`config.mk`:
```
export PLATFORM = sky130hd
export DESIGN_NAME = memory_a
export DESIGN_NICKNAME = d
export VERILOG_FILES = /design/src/rtl/memory_a_pkg.sv /design/src/rtl/memory_a_array.sv /design/src/rtl/memory_a.sv
export SDC_FILE = /design/constraint.sdc
export NUM_CORES = 1
export LEC_CHECK = 0
export BUFFER_PORTS_ARGS = -buffer_cell sky130_fd_sc_hd__buf_2
export CORE_MARGIN = 2
export CORE_UTILIZATION = 54
export DETAILED_ROUTE_END_ITERATION = 16
export GPL_TIMING_DRIVEN = 0
export PLACE_DENSITY = 0.75
export SYNTH_ARGS = -nofsm -noshare
export SYNTH_HDL_FRONTEND = slang
export SYNTH_HIERARCHICAL = 1
export SYNTH_SLANG_ARGS = --single-unit
export TNS_END_PERCENT = 5
```
`constraint.sdc`:
```
create_clock -name clock -period 2.2 [get_ports clock]
set_input_delay 0.44 -clock clock [delete_from_list [all_inputs] [get_ports clock]]
set_output_delay 0.44 -clock clock [all_outputs]
set_load 0.02 [all_outputs]
```
`src/rtl/memory_a_pkg.sv`:
```
// Shared sizing and types for the memory_a source buffer.
// Build option MEMORY_A_WRITE_THROUGH_EN (see memory_a.sv) does not affect this package.
package memory_a_pkg;
    localparam int ADDR_W = 3;
    localparam int DATA_W = 8;
    localparam int DEPTH  = 8;

    typedef logic [ADDR_W-1:0] addr_t;
    typedef logic [DATA_W-1:0] data_t;
endpackage

```
`src/rtl/memory_a_array.sv`:
```
// Raw storage for memory_a: per-word registers with async clear, one write
// port and a registered read port that only updates on read edges.
module memory_a_array
    import memory_a_pkg::*;
#(
    parameter int ADDR_W = memory_a_pkg::ADDR_W,
    parameter int DATA_W = memory_a_pkg::DATA_W
) (
    input  logic              clock,
    input  logic              reset,
    input  logic              we_i,
    input  logic [ADDR_W-1:0] addr_i,
    input  logic [DATA_W-1:0] wdata_i,
    output logic [DATA_W-1:0] rdata_o
);
    localparam int WORDS = 2 ** ADDR_W;

    logic [DATA_W-1:0] word_arr [WORDS];
    logic [DATA_W-1:0] rdata_q;

    genvar gi;
    generate
        for (gi = 0; gi < WORDS; gi++) begin : g_word
            logic [DATA_W-1:0] word_q;

            always_ff @(posedge clock or posedge reset) begin
                if (reset) begin
                    word_q <= '0;
                end else if (we_i && addr_i == ADDR_W'(gi)) begin
                    word_q <= wdata_i;
                end
            end

            assign word_arr[gi] = word_q;
        end
    endgenerate

    // Explicit compare against 0 so an unknown enable neither writes nor reads.
    always_ff @(posedge clock or posedge reset) begin
        if (reset) begin
            rdata_q <= '0;
        end else if (we_i == 1'b0) begin
            rdata_q <= word_arr[addr_i];
        end
    end

    assign rdata_o = rdata_q;
endmodule

```
`src/rtl/memory_a.sv`:
```
// 8x8 single-port source buffer feeding the downstream memory via DOut1.
// Define MEMORY_A_WRITE_THROUGH_EN to present write data on DOut1 after a write edge.
module memory_a
    import memory_a_pkg::*;
#(
    parameter int ADDR_W = memory_a_pkg::ADDR_W,
    parameter int DATA_W = memory_a_pkg::DATA_W
) (
    input  logic              clock,
    input  logic              reset,
    input  logic [ADDR_W-1:0] AddrA,
    input  logic              WEA,
    input  logic [DATA_W-1:0] DataInA,
    output logic [DATA_W-1:0] DOut1
);
    logic [DATA_W-1:0] rd_data;

    memory_a_array #(
        .ADDR_W (ADDR_W),
        .DATA_W (DATA_W)
    ) u_array (
        .clock   (clock),
        .reset   (reset),
        .we_i    (WEA),
        .addr_i  (AddrA),
        .wdata_i (DataInA),
        .rdata_o (rd_data)
    );

`ifdef MEMORY_A_WRITE_THROUGH_EN
    // Last edge was a write: show the bypassed data until the next read edge.
    logic              byp_sel_q;
    logic [DATA_W-1:0] byp_data_q;

    always_ff @(posedge clock or posedge reset) begin
        if (reset) begin
            byp_sel_q  <= 1'b0;
            byp_data_q <= '0;
        end else if (WEA == 1'b1) begin
            byp_sel_q  <= 1'b1;
            byp_data_q <= DataInA;
        end else if (WEA == 1'b0) begin
            byp_sel_q  <= 1'b0;
        end
    end

    assign DOut1 = byp_sel_q ? byp_data_q : rd_data;
`else
    assign DOut1 = rd_data;
`endif
endmodule

```
==> results of run 1 <==
cells by family after synthesis:
| group | count (synthesis) |
|---|---|
| multiplexers | 96 |
| buffers and inverters | 12 |
| flip-flops | 72 |
| AO/OA/AOI/OAI | 24 |
| AND/OR/NAND/NOR | 22 |
layout make-up:
type / count / area (um^2) / share of cell area (%)
inverter: 1 / 7.507 / 0.2033
multi-input combinational: 142 / 1436 / 38.90
buffer: 11 / 72.57 / 1.965
clock inverter: 4 / 20.02 / 0.5422
timing repair buffer: 20 / 115.1 / 3.118
sequential: 72 / 1802 / 48.80
tap: 75 / 93.84 / 2.542
clock buffer: 12 / 145.1 / 3.931
placed cells by master, fill, tap and decap left out, drive strengths merged:
cell type and instances:
mux2 80, dfrtp 72, buf 30, mux2i 16
clkbuf 13, nand2 10, o22ai 8, a22o 8
o31ai 8, clkinv 4, nand4b 3, nor3 2
nor3b 2, nand2b 2, nor2b 1, nor2 1
nand4 1, clkinvlp 1
layer usage:
metal,vias to the layer above,wire [um],share of wire [%]
met5,-,0,0
met4,0,123,1.8
met3,13,233,3.4
met2,41,3242,47
met1,1041,3318,48
li1,904,-,-
where the power goes:
part / total, uW / internal (uW) / leakage (uW) / switching, uW
combinational: 658 / 372 / 0.000699 / 286
clock: 889 / 433 / 0.0000899 / 456
sequential: 1750 / 1610 / 0.000865 / 141
total: 3300 / 2420 / 0.00165 / 883
final timing paths:
kind | start | end | slack, ns
max reg2reg | u_array/g_word[7].word_q[7]$_DFFE_PP0P_ | u_array/rdata_o[7]$_DFFE_PP0N_ | 1.16
min | reset | u_array/g_word[7].word_q[5]$_DFFE_PP0P_ | 0.19
min in group clock | DataInA[0] | u_array/g_word[7].word_q[0]$_DFFE_PP0P_ | 0.43
min reg2reg | u_array/rdata_o[6]$_DFFE_PP0N_ | u_array/rdata_o[6]$_DFFE_PP0N_ | 0.49
max in group asynchronous | reset | u_array/g_word[6].word_q[2]$_DFFE_PP0P_ | 1.37
max | AddrA[1] | u_array/g_word[1].word_q[0]$_DFFE_PP0P_ | 0.67
per-stage QoR:
stage | total power [uW] | std cells | instance area (um^2) | hold slack [ns]
6_report | 3298 | 337 | 3692 | 0.1908
3_3_place_gp | 2397 | 320 | 3507 | 0.4631
4_1_cts | 3329 | 337 | 3692 | 0.2032
2_1_floorplan | 2252 | 226 | 3318 | 0.4737
5_1_grt | 3485 | 337 | 3692 | 0.2374
3_5_place_dp | 2439 | 321 | 3527 | 0.4681
registers in the layout, summed over array words and instances, names as in the netlist:
name                   count
u_array/g_word.word_q     64
u_array/rdata_o            8
critical path: stages:
cell and delay (ns):
buf_2 0.12, buf_4 0.20, nor3b_4 0.58, mux2_2 0.40
==> impl_metrics.csv, run 1 <==
group,metric,value,unit
outcome,status,"finished, final reports clean",
synthesis,yosysTopAreaCellShare,54.36,%
drt,route.detailed.drc,0,
synthesis,synth_fa_ha_area_share,0,%
sta,hold_viol,0,
synthesis,synth_cell_type_count,21,
clock_tree,insertion_delay,0.34,ns
cells_and_area,post_route_cells_drive_above_1_share,50.38,%
synthesis,synthMuxAreaShare,32.01,%
power,p_per_area,893.3,nW/um^2
sta,timing.final.ws_setup,0.6668,ns
grt,antenna_found_initial,0,
setup_path,crit_path_start_kind,"input pin",
cells_and_area,fin_util,62.36,%
synthesis,ys_seq_area_share,54.36,%
placement,pre_cts_ws,0.3300,ns
drt,routed_wl,6918,um
cells_and_area,num-fill-cells,479,
clock_tree,h-tree-depth,3,
sta,fmax,652.2,MHz
synthesis,synth-xor-area-share,0,%
sta,worst_pin_slew,0.7884,ns
floorplan,core,5921,um^2
setup_path,crit_required,2.42,ns
drt,ant_nets,0,
cells_and_area,syn2layout_area_growth,11.40,%
min_path,hold_path_class,"input pin to async pin",
grt,met1_usage,30.85,%
cells_and_area,layout.nets,271,
grt,grt_usage,23.28,%
grt,use_met2,36.94,%
setup_path,path_max_fanout,10,
grt,grt-ovfl-total,0,
setup_path,r2r_cells,3,
placement,gp_congestion,0.7824,
sta,min_period,1.533,ns
sta,rsz0062_at_grt,"false",
grt,grt_pass1_vias,2081,
sta,period_share,69.69,%
synthesis,yosysWarnings,6,
synthesis,synth_top_family_by_area,"multiplexers",
synthesis,synth_edf_count,0,
drt,via_per_inst,5.932,
synthesis,synthArstFlopShare,100.0,%
cells_and_area,diodes,0,
synthesis,syn-instance-count,226,
floorplan,start_util,55.98,%
job,maxCapViolations,0,
clock_tree,cts.sinks,72,
synthesis,synth_flop_cell,"dfrtp_1",
clock_tree,cts_buffers,9,
drt,drt_iter0_drc,45,
clock_tree,clkTransAtPathRegs,0.07,ns
drt,vias,1999,
synthesis,ys_ff_latch,72,
synthesis,syn-cell-area,3314,um^2
grt,gr-usage-met3,6.413,%
floorplan,dieArea,6781,um^2
clock_tree,cts_setup_buffers,0,
floorplan,core.rowCount,28,
synthesis,yosysTopAreaCell,"dfrtp_1",
floorplan,ioPinCount,22,
clock_tree,root_buffer,"clkbuf_8",
clock_tree,cts_hold_buf,0,
sta,slew_viol_final,0,
synthesis,yosysMostFrequentCell,"mux2_2",
floorplan,die_h,82.35,um
synthesis,synth-simple-area-share,5.889,%
grt,grt_pass1_wl,10930,um
grt,busiest_layer,"met2",
synthesis,syn_nets,240,
setup_path,worstPathArrival,1.76,ns
sta,setup_viol,0,
placement,hpwl,4398,um
placement,port_buffers,19,
clock_tree,cts_tree,"done",
setup_path,critical_path_class,"input pin to flip-flop",
drt,wl_per_cell,20.53,um
sta,slew_headroom,47.25,%
power,leakagePower,0.001654,uW
power,ir_drop,0.0006194,V
synthesis,synth_common_cells,"mux2_2, dfrtp_1, mux2i_1, nand2_1",
clock_tree,clockBufferDepth,2,
drt,drt-pass1-iter-count,4,
sta,fin_skew,0.005692,ns
setup_path,end_kind,"flip-flop",
synthesis,synth_compound_area_share,5.436,%
synthesis,synth_area_leaders,"dfrtp_1, mux2_2, mux2i_1",
synthesis,avgSynthCellArea,14.67,um^2
clock_tree,cts_resized,0,
sta,tns,0,ns
grt,grt_max_degree,43,
floorplan,die_x,82.35,um
Note: power is estimated with default switching activity, not from simulation.
==> run 2: changes to the inputs <==
--- a/config.mk
+++ b/config.mk
@@ -7,10 +7,10 @@
 export LEC_CHECK = 0
 export BUFFER_PORTS_ARGS = -buffer_cell sky130_fd_sc_hd__buf_2
 export CORE_MARGIN = 2
-export CORE_UTILIZATION = 54
+export CORE_UTILIZATION = 59
 export DETAILED_ROUTE_END_ITERATION = 16
 export GPL_TIMING_DRIVEN = 0
-export PLACE_DENSITY = 0.75
+export PLACE_DENSITY = 0.78
 export SYNTH_ARGS = -nofsm -noshare
 export SYNTH_HDL_FRONTEND = slang
 export SYNTH_HIERARCHICAL = 1
==> constraint.sdc (replaced) <==
create_clock -name clock -period 1.55 [get_ports clock]
set_input_delay 0.31 -clock clock [delete_from_list [all_inputs] [get_ports clock]]
set_output_delay 0.31 -clock clock [all_outputs]
set_load 0.02 [all_outputs]
==> run 2 against run 1 <==
  * Register-to-register slack got worse by 0.65 ns
  * Critical endpoint is now u_array/g_word[2].word_q[4]$_DFFE_PP0P_
  * Power increased by 39%
  * Sequential power increased by 42%
  * Non-clock buffer count unchanged
  * Final area decreased by 0.58%
  * Combinational power increased by 41%
  * Flip-flop and latch count unchanged
  * Highest routed layer unchanged
  * Clock power increased by 34%
  * Sequential share of layout area increased by 0.28 points
  * First-iteration DRC count increased to 2.6 times the previous value
  * Clock-buffer cell count increased by 2
==> impl_metrics.csv, run 2 (synthesis results as in run 1) <==
group,metric,value,unit
power,ir_drop,0.0008369,V
power,power,4597,uW
job,maxCapViolations,0,
drt,via_per_inst,5.769,
sta,rsz0062_at_grt,"false",
setup_path,reg2reg_slack,0.51,ns
clock_tree,clockBufferDepth,2,
clock_tree,cts_buffers,9,
outcome,status,"finished, final reports clean",
setup_path,critPathMaxStageDelay,0.50,ns
setup_path,crit_required,1.76,ns
clock_tree,clkTransAtPathRegs,0.06,ns
drt,vias,1921,
drt,route.detailed.drc,0,
clock_tree,cts_tree,"done",
grt,antenna_found_initial,0,
grt,use_met2,35.98,%
clock_tree,h-tree-depth,3,
sta,fmax,758.8,MHz
setup_path,worstPathArrival,1.53,ns
floorplan,start_util,60.56,%
power,leakagePower,0.001639,uW
clock_tree,cts_setup_buffers,0,
cells_and_area,largest_register_ffs,64,
setup_path,end_kind,"flip-flop",
drt,wl_per_cell,18.77,um
clock_tree,cts.sinks,72,
drt,ant_nets,0,
drt,drt_iter0_drc,119,
cells_and_area,syn2layout_area_growth,10.76,%
floorplan,ioPinCount,22,
floorplan,die_h,78.95,um
grt,grt-ovfl-total,0,
setup_path,crit_path_start_kind,"input pin",
placement,hpwl,4264,um
placement,dp_cells,318,
grt,gr-usage-met3,3.750,%
drt,routed_wl,6251,um
floorplan,die_x,78.95,um
floorplan,core.rowCount,27,
sta,hold_viol,0,
sta,setup_viol,0,
setup_path,r2r_start,"u_array/g_word[7].word_q[6]$_DFFE_PP0P_",
sta,period_share,85.03,%
sta,min_period,1.318,ns
setup_path,timing.rr.end,"u_array/rdata_o[6]$_DFFE_PP0N_",
cells_and_area,diodes,0,
cells_and_area,post_route_cells_drive_above_1_share,49.04,%
clock_tree,cts_resized,0,
power,p_per_area,1252,nW/um^2
min_path,hold_path_class,"input pin to async pin",
sta,slew_headroom,43.97,%
drt,drt-pass1-iter-count,4,
setup_path,cp_top_family,"simple AND/OR/NAND/NOR gates",
sta,slew_viol_final,0,
clock_tree,insertion_delay,0.33,ns
placement,port_buffers,19,
setup_path,path_max_fanout,10,
grt,grt_max_degree,40,
sta,fin_skew,0.002969,ns
floorplan,core,5473,um^2
cells_and_area,regMostFlops,"u_array/g_word.word_q",
cells_and_area,mostFrequentLayoutCell,"mux2_2",
setup_path,crit_buf_inv,2,
floorplan,dieArea,6233,um^2
sta,worst_pin_slew,0.8387,ns
cells_and_area,layout.nets,271,
grt,met1_usage,30.17,%
grt,grt_pass1_wl,10270,um
grt,grt_pass1_vias,2040,
sta,hold_ws,0.1360,ns
setup_path,crit_chain,"buf_2 -> buf_4 -> nor3b_4 -> mux2_2",
clock_tree,cts_hold_buf,0,
grt,busiest_layer,"met2",
cells_and_area,fin_cells,333,
grt,grt_usage,22.45,%
placement,gp_congestion,0.7497,
clock_tree,root_buffer,"clkbuf_8",
setup_path,critical_path_class,"input pin to flip-flop",
setup_path,crit_slowest_cell,"nor3b_4",
setup_path,r2r_cells,3,
cells_and_area,final_cell_mix,"mux2_2, dfrtp_1, buf_2",
==> run 2: cell count changes in the layout (fill, tap and decap cells not counted), sizes merged <==
cell	previous run	this run
clkbuf	13	15
clkinv	4	1
==> run 2: layer usage <==
layer | vias to the layer above | wire length (um) | share of wire (%)
li1 | 908 | - | -
met1 | 962 | 2856 | 46
met2 | 40 | 3015 | 48
met3 | 11 | 257 | 4.1
met4 | 0 | 121 | 1.9
met5 | - | 0 | 0
==> run 2: worst max-delay path by stage <==
| stage | startpoint | end | slack, ns | cells past startpoint |
|---|---|---|---|---|
| global placement | AddrA[1] | u_array/g_word[1].word_q[3]$_DFFE_PP0P_ | -0.11 | 4 |
| detailed placement | AddrA[1] | u_array/g_word[1].word_q[3]$_DFFE_PP0P_ | -0.12 | 4 |
| floorplan | AddrA[1] | u_array/g_word[1].word_q[0]$_DFFE_PP0P_ | 0.10 | 4 |
| finish | AddrA[1] | u_array/g_word[2].word_q[4]$_DFFE_PP0P_ | 0.23 | 4 |
| CTS | AddrA[1] | u_array/g_word[1].word_q[4]$_DFFE_PP0P_ | 0.23 | 4 |
| global route | AddrA[1] | u_array/g_word[2].word_q[4]$_DFFE_PP0P_ | 0.19 | 4 |
==> run 2: area by class of cell <==
cell class,count,area [um^2]
sequential,72,1802
fill,435,1802
multi-input combinational,142,1436
clock buffer,14,142.6
timing repair buffer,20,115.1
tap,72,90.09
buffer,11,72.57
inverter,1,7.507
clock inverter,1,5.005
==> run 2: where the power goes <==
part	internal, uW	total [uW]	switching [uW]
Combinational	528	929	401
Sequential	2290	2480	195
Clock	574	1190	613
==> run 2: stage by stage <==
| step | setup TNS (ns) | worst slack [ns] | utilization [%] | area [um^2] |
|---|---|---|---|---|
| 2_1_floorplan | 0 | 0.1026 | - | 3318 |
| 3_3_place_gp | -6.347 | -0.1117 | 64.01 | 3503 |
| 3_5_place_dp | -2.396 | -0.1224 | 64.38 | 3523 |
| 4_1_cts | 0 | 0.2344 | 67.08 | 3671 |
| 5_1_grt | 0 | 0.1901 | 67.08 | 3671 |
| 6_report | 0 | 0.2321 | 67.08 | 3671 |
==> run 2: worst reg2reg max path, cell delays in order (launching register included) <==
cell	delay [ns]
dfrtp_1	0.38
mux2_2	0.27
o22ai_1	0.17
o31ai_1	0.09
==> run 3: changes to the inputs <==
--- a/config.mk
+++ b/config.mk
@@ -6,11 +6,11 @@
 export NUM_CORES = 1
 export LEC_CHECK = 0
 export BUFFER_PORTS_ARGS = -buffer_cell sky130_fd_sc_hd__buf_2
+export CAP_MARGIN = 10
 export CORE_MARGIN = 2
-export CORE_UTILIZATION = 59
+export CORE_UTILIZATION = 45
 export DETAILED_ROUTE_END_ITERATION = 16
 export GPL_TIMING_DRIVEN = 0
-export PLACE_DENSITY = 0.78
 export SYNTH_ARGS = -nofsm -noshare
 export SYNTH_HDL_FRONTEND = slang
 export SYNTH_HIERARCHICAL = 1
==> constraint.sdc (replaced) <==
create_clock -name clock -period 1.3 [get_ports clock]
set_input_delay 0.26 -clock clock [delete_from_list [all_inputs] [get_ports clock]]
set_output_delay 0.26 -clock clock [all_outputs]
set_load 0.02 [all_outputs]
==> run 3 against run 2 <==
  * Clock-buffer cell count fell by 3
  * Via count rose by 3.8%
  * Register-to-register slack got worse by 0.27 ns
  * The flow now finishes with violations (negative setup slack)
  * Critical path depth did not move
  * Critical path type unchanged
  * Hold slack got worse by 0.10 ns
  * Largest cell class unchanged
  * Combinational power rose by 22%
==> impl_metrics.csv, run 3 (synthesis results as in run 1) <==
group,metric,value,unit
cells_and_area,layout.nets,273,
cells_and_area,diodes,0,
clock_tree,cts_buffers,9,
setup_path,path_max_fanout,10,
sta,fin_skew,0.008171,ns
sta,worst_pin_slew,0.7681,ns
cells_and_area,regArea,1802,um^2
grt,grt_pass1_vias,2070,
power,power,6302,uW
sta,timing.final.ws_setup,-0.02024,ns
clock_tree,clkTransAtPathRegs,0.07,ns
cells_and_area,mostFrequentLayoutCell,"mux2_2",
sta,fmax,757.4,MHz
power,power_frac_clock,35.2,%
clock_tree,clockBufferDepth,2,
placement,hpwl,4510,um
grt,grt-ovfl-total,0,
cells_and_area,num-fill-cells,596,
grt,grt_pass1_wl,11990,um
floorplan,die_h,89.82,um
sta,min_period,1.320,ns
setup_path,crit_required,1.53,ns
drt,via_per_inst,5.493,
power,swShare,24.84,%
drt,vias,1994,
power,ir_drop,0.001007,V
setup_path,cp_top_family,"simple AND/OR/NAND/NOR gates",
floorplan,start_util,46.19,%
floorplan,die_x,89.82,um
floorplan,core.rowCount,31,
power,comb_power_share,17.9,%
drt,ant_nets,0,
power,leakagePower,0.001704,uW
power,seq_power_share,46.9,%
setup_path,crit_buf_inv,2,
drt,routed_wl,7418,um
grt,antenna_found_initial,0,
grt,grt_max_degree,40,
sta,setup_viol,7,
setup_path,worstPathArrival,1.55,ns
drt,drt_iter0_drc,58,
setup_path,crit_slowest_cell,"nor3b_4",
drt,drt-pass1-iter-count,4,
placement,gp_congestion,0.7734,
sta,slew_headroom,48.68,%
placement,port_buffers,19,
min_path,hold_path_class,"input pin to async pin",
power,intPower,4737,uW
clock_tree,cts_hold_buf,0,
drt,wl_per_cell,20.44,um
floorplan,core,7176,um^2
drt,route.detailed.drc,0,
cells_and_area,final_cell_mix,"mux2_2, dfrtp_1, buf_2",
sta,slew_viol_final,0,
setup_path,crit_chain,"buf_2 -> buf_4 -> nor3b_4 -> mux2_2",
clock_tree,cts_tree,"done",
placement,dp_cells,345,
sta,period_share,101.6,%
outcome,violations,"negative setup slack",
outcome,status,"finished with violations",
floorplan,ioPinCount,22,
floorplan,dieArea,8068,um^2
cells_and_area,post_route_cells_drive_above_1_share,51.89,%
grt,grt_usage,20.15,%
clock_tree,insertion_delay,0.35,ns
sta,hold_viol,0,
setup_path,critPathMaxStageDelay,0.55,ns
job,maxCapViolations,0,
sta,rsz0062_at_grt,"true",
cells_and_area,multi_input_area,1451,um^2
cells_and_area,fin_cells,363,
power,p_per_area,1639,nW/um^2
cells_and_area,regMostFlops,"u_array/g_word.word_q",
setup_path,end_kind,"flip-flop",
cells_and_area,largest_register_ffs,64,
setup_path,critical_path_class,"input pin to flip-flop",
setup_path,crit_path_start_kind,"input pin",
clock_tree,root_buffer,"clkbuf_8",
power,power.switching,1566,uW
clock_tree,cts.sinks,72,
cells_and_area,syn2layout_area_growth,16.01,%
clock_tree,h-tree-depth,3,
-- run 3: changes by cell type in the layout (fill, tap and decap cells not counted) --
cell,before,now
nor2_1,1,0
clkinvlp_4,1,2
clkbuf_8,9,11
clkbuf_1,6,1
bufinv_16,0,3
nand4_2,1,0
nand4_4,0,1
mux2_4,0,1
mux2_2,80,79
buf_4,6,7
nor2_2,0,1
buf_6,1,2
-- run 3: worst reg2reg max path: cells and delay by family (launching register included) --
family | cells | cell delay [ns]
DFF | 1 | 0.38
muxes | 1 | 0.26
AOI/OAI and AO/OA | 2 | 0.29
-- run 3: through the flow --
step	hold slack [ns]	TNS [ns]	setup slack, ns	cell area [um^2]	util [%]
after floorplan	0.4106	-2.418	-0.09743	3318	-
after global placement	0.4651	-46.70	-0.4116	3537	49.29
after detailed placement	0.4346	-24.36	-0.4059	3557	49.57
after CTS	0.04816	-0.02190	-0.01371	3826	53.32
after global routing	0.08728	-0.1671	-0.03346	3845	53.58
final	0.03589	-0.07682	-0.02024	3845	53.58
-- run 3: path summary, 6_finish.rpt --
path                                                    startpoint  cells past startpoint                                 endpoint  slack [ns]
min                                                          reset                      2  u_array/g_word[4].word_q[2]$_DFFE_PP0P_        0.04
min in group clock                                      DataInA[1]                      2  u_array/g_word[3].word_q[1]$_DFFE_PP0P_        0.24
max reg2reg                u_array/g_word[7].word_q[7]$_DFFE_PP0P_                      3           u_array/rdata_o[7]$_DFFE_PP0N_        0.24
min reg2reg                         u_array/rdata_o[7]$_DFFE_PP0N_                      2           u_array/rdata_o[7]$_DFFE_PP0N_        0.48
max                                                       AddrA[1]                      4  u_array/g_word[1].word_q[0]$_DFFE_PP0P_       -0.02
max in group asynchronous                                    reset                      3  u_array/g_word[6].word_q[6]$_DFFE_PP0P_        0.63
-- run 3: final cells by class --
class	count	area share (%)
Clock inverter	5	2.668
Clock buffer	11	3.938
Inverter	1	0.1952
Sequential cell	72	46.86
Timing Repair Buffer	22	3.384
Buffer	11	1.985
Multi-Input combinational cell	142	37.75
Tap cell	99	3.222
-- run 3: layer usage --
layer | vias to the layer above | share of wire (%) | track usage (%)
met5 | - | 0 | 0
met4 | 0 | 2.2 | 7.821
met3 | 14 | 3.3 | 5.029
met2 | 35 | 45 | 29.42
met1 | 1034 | 50 | 29.08
li1 | 911 | - | -
-- run 3: timing repair --
| item | in CTS | in global routing |
|---|---|---|
| pin swaps | 1 | 2 |
| buffers inserted | 2 | 0 |
| gates cloned | 0 | 0 |
| setup endpoints to repair | 17 | 40 |
| resized for setup | 0 | 4 |
-- run 3: power groups by stage --
stage          sequential, uW  clock [uW]  combinational (uW)
2_1_floorplan            2990           0                 824
3_3_place_gp             2980           0                1100
3_5_place_dp             3000           0                1120
4_1_cts                  2960        2250                1130
5_1_grt                  3020        2370                1240
6_report                 2950        2220                1130
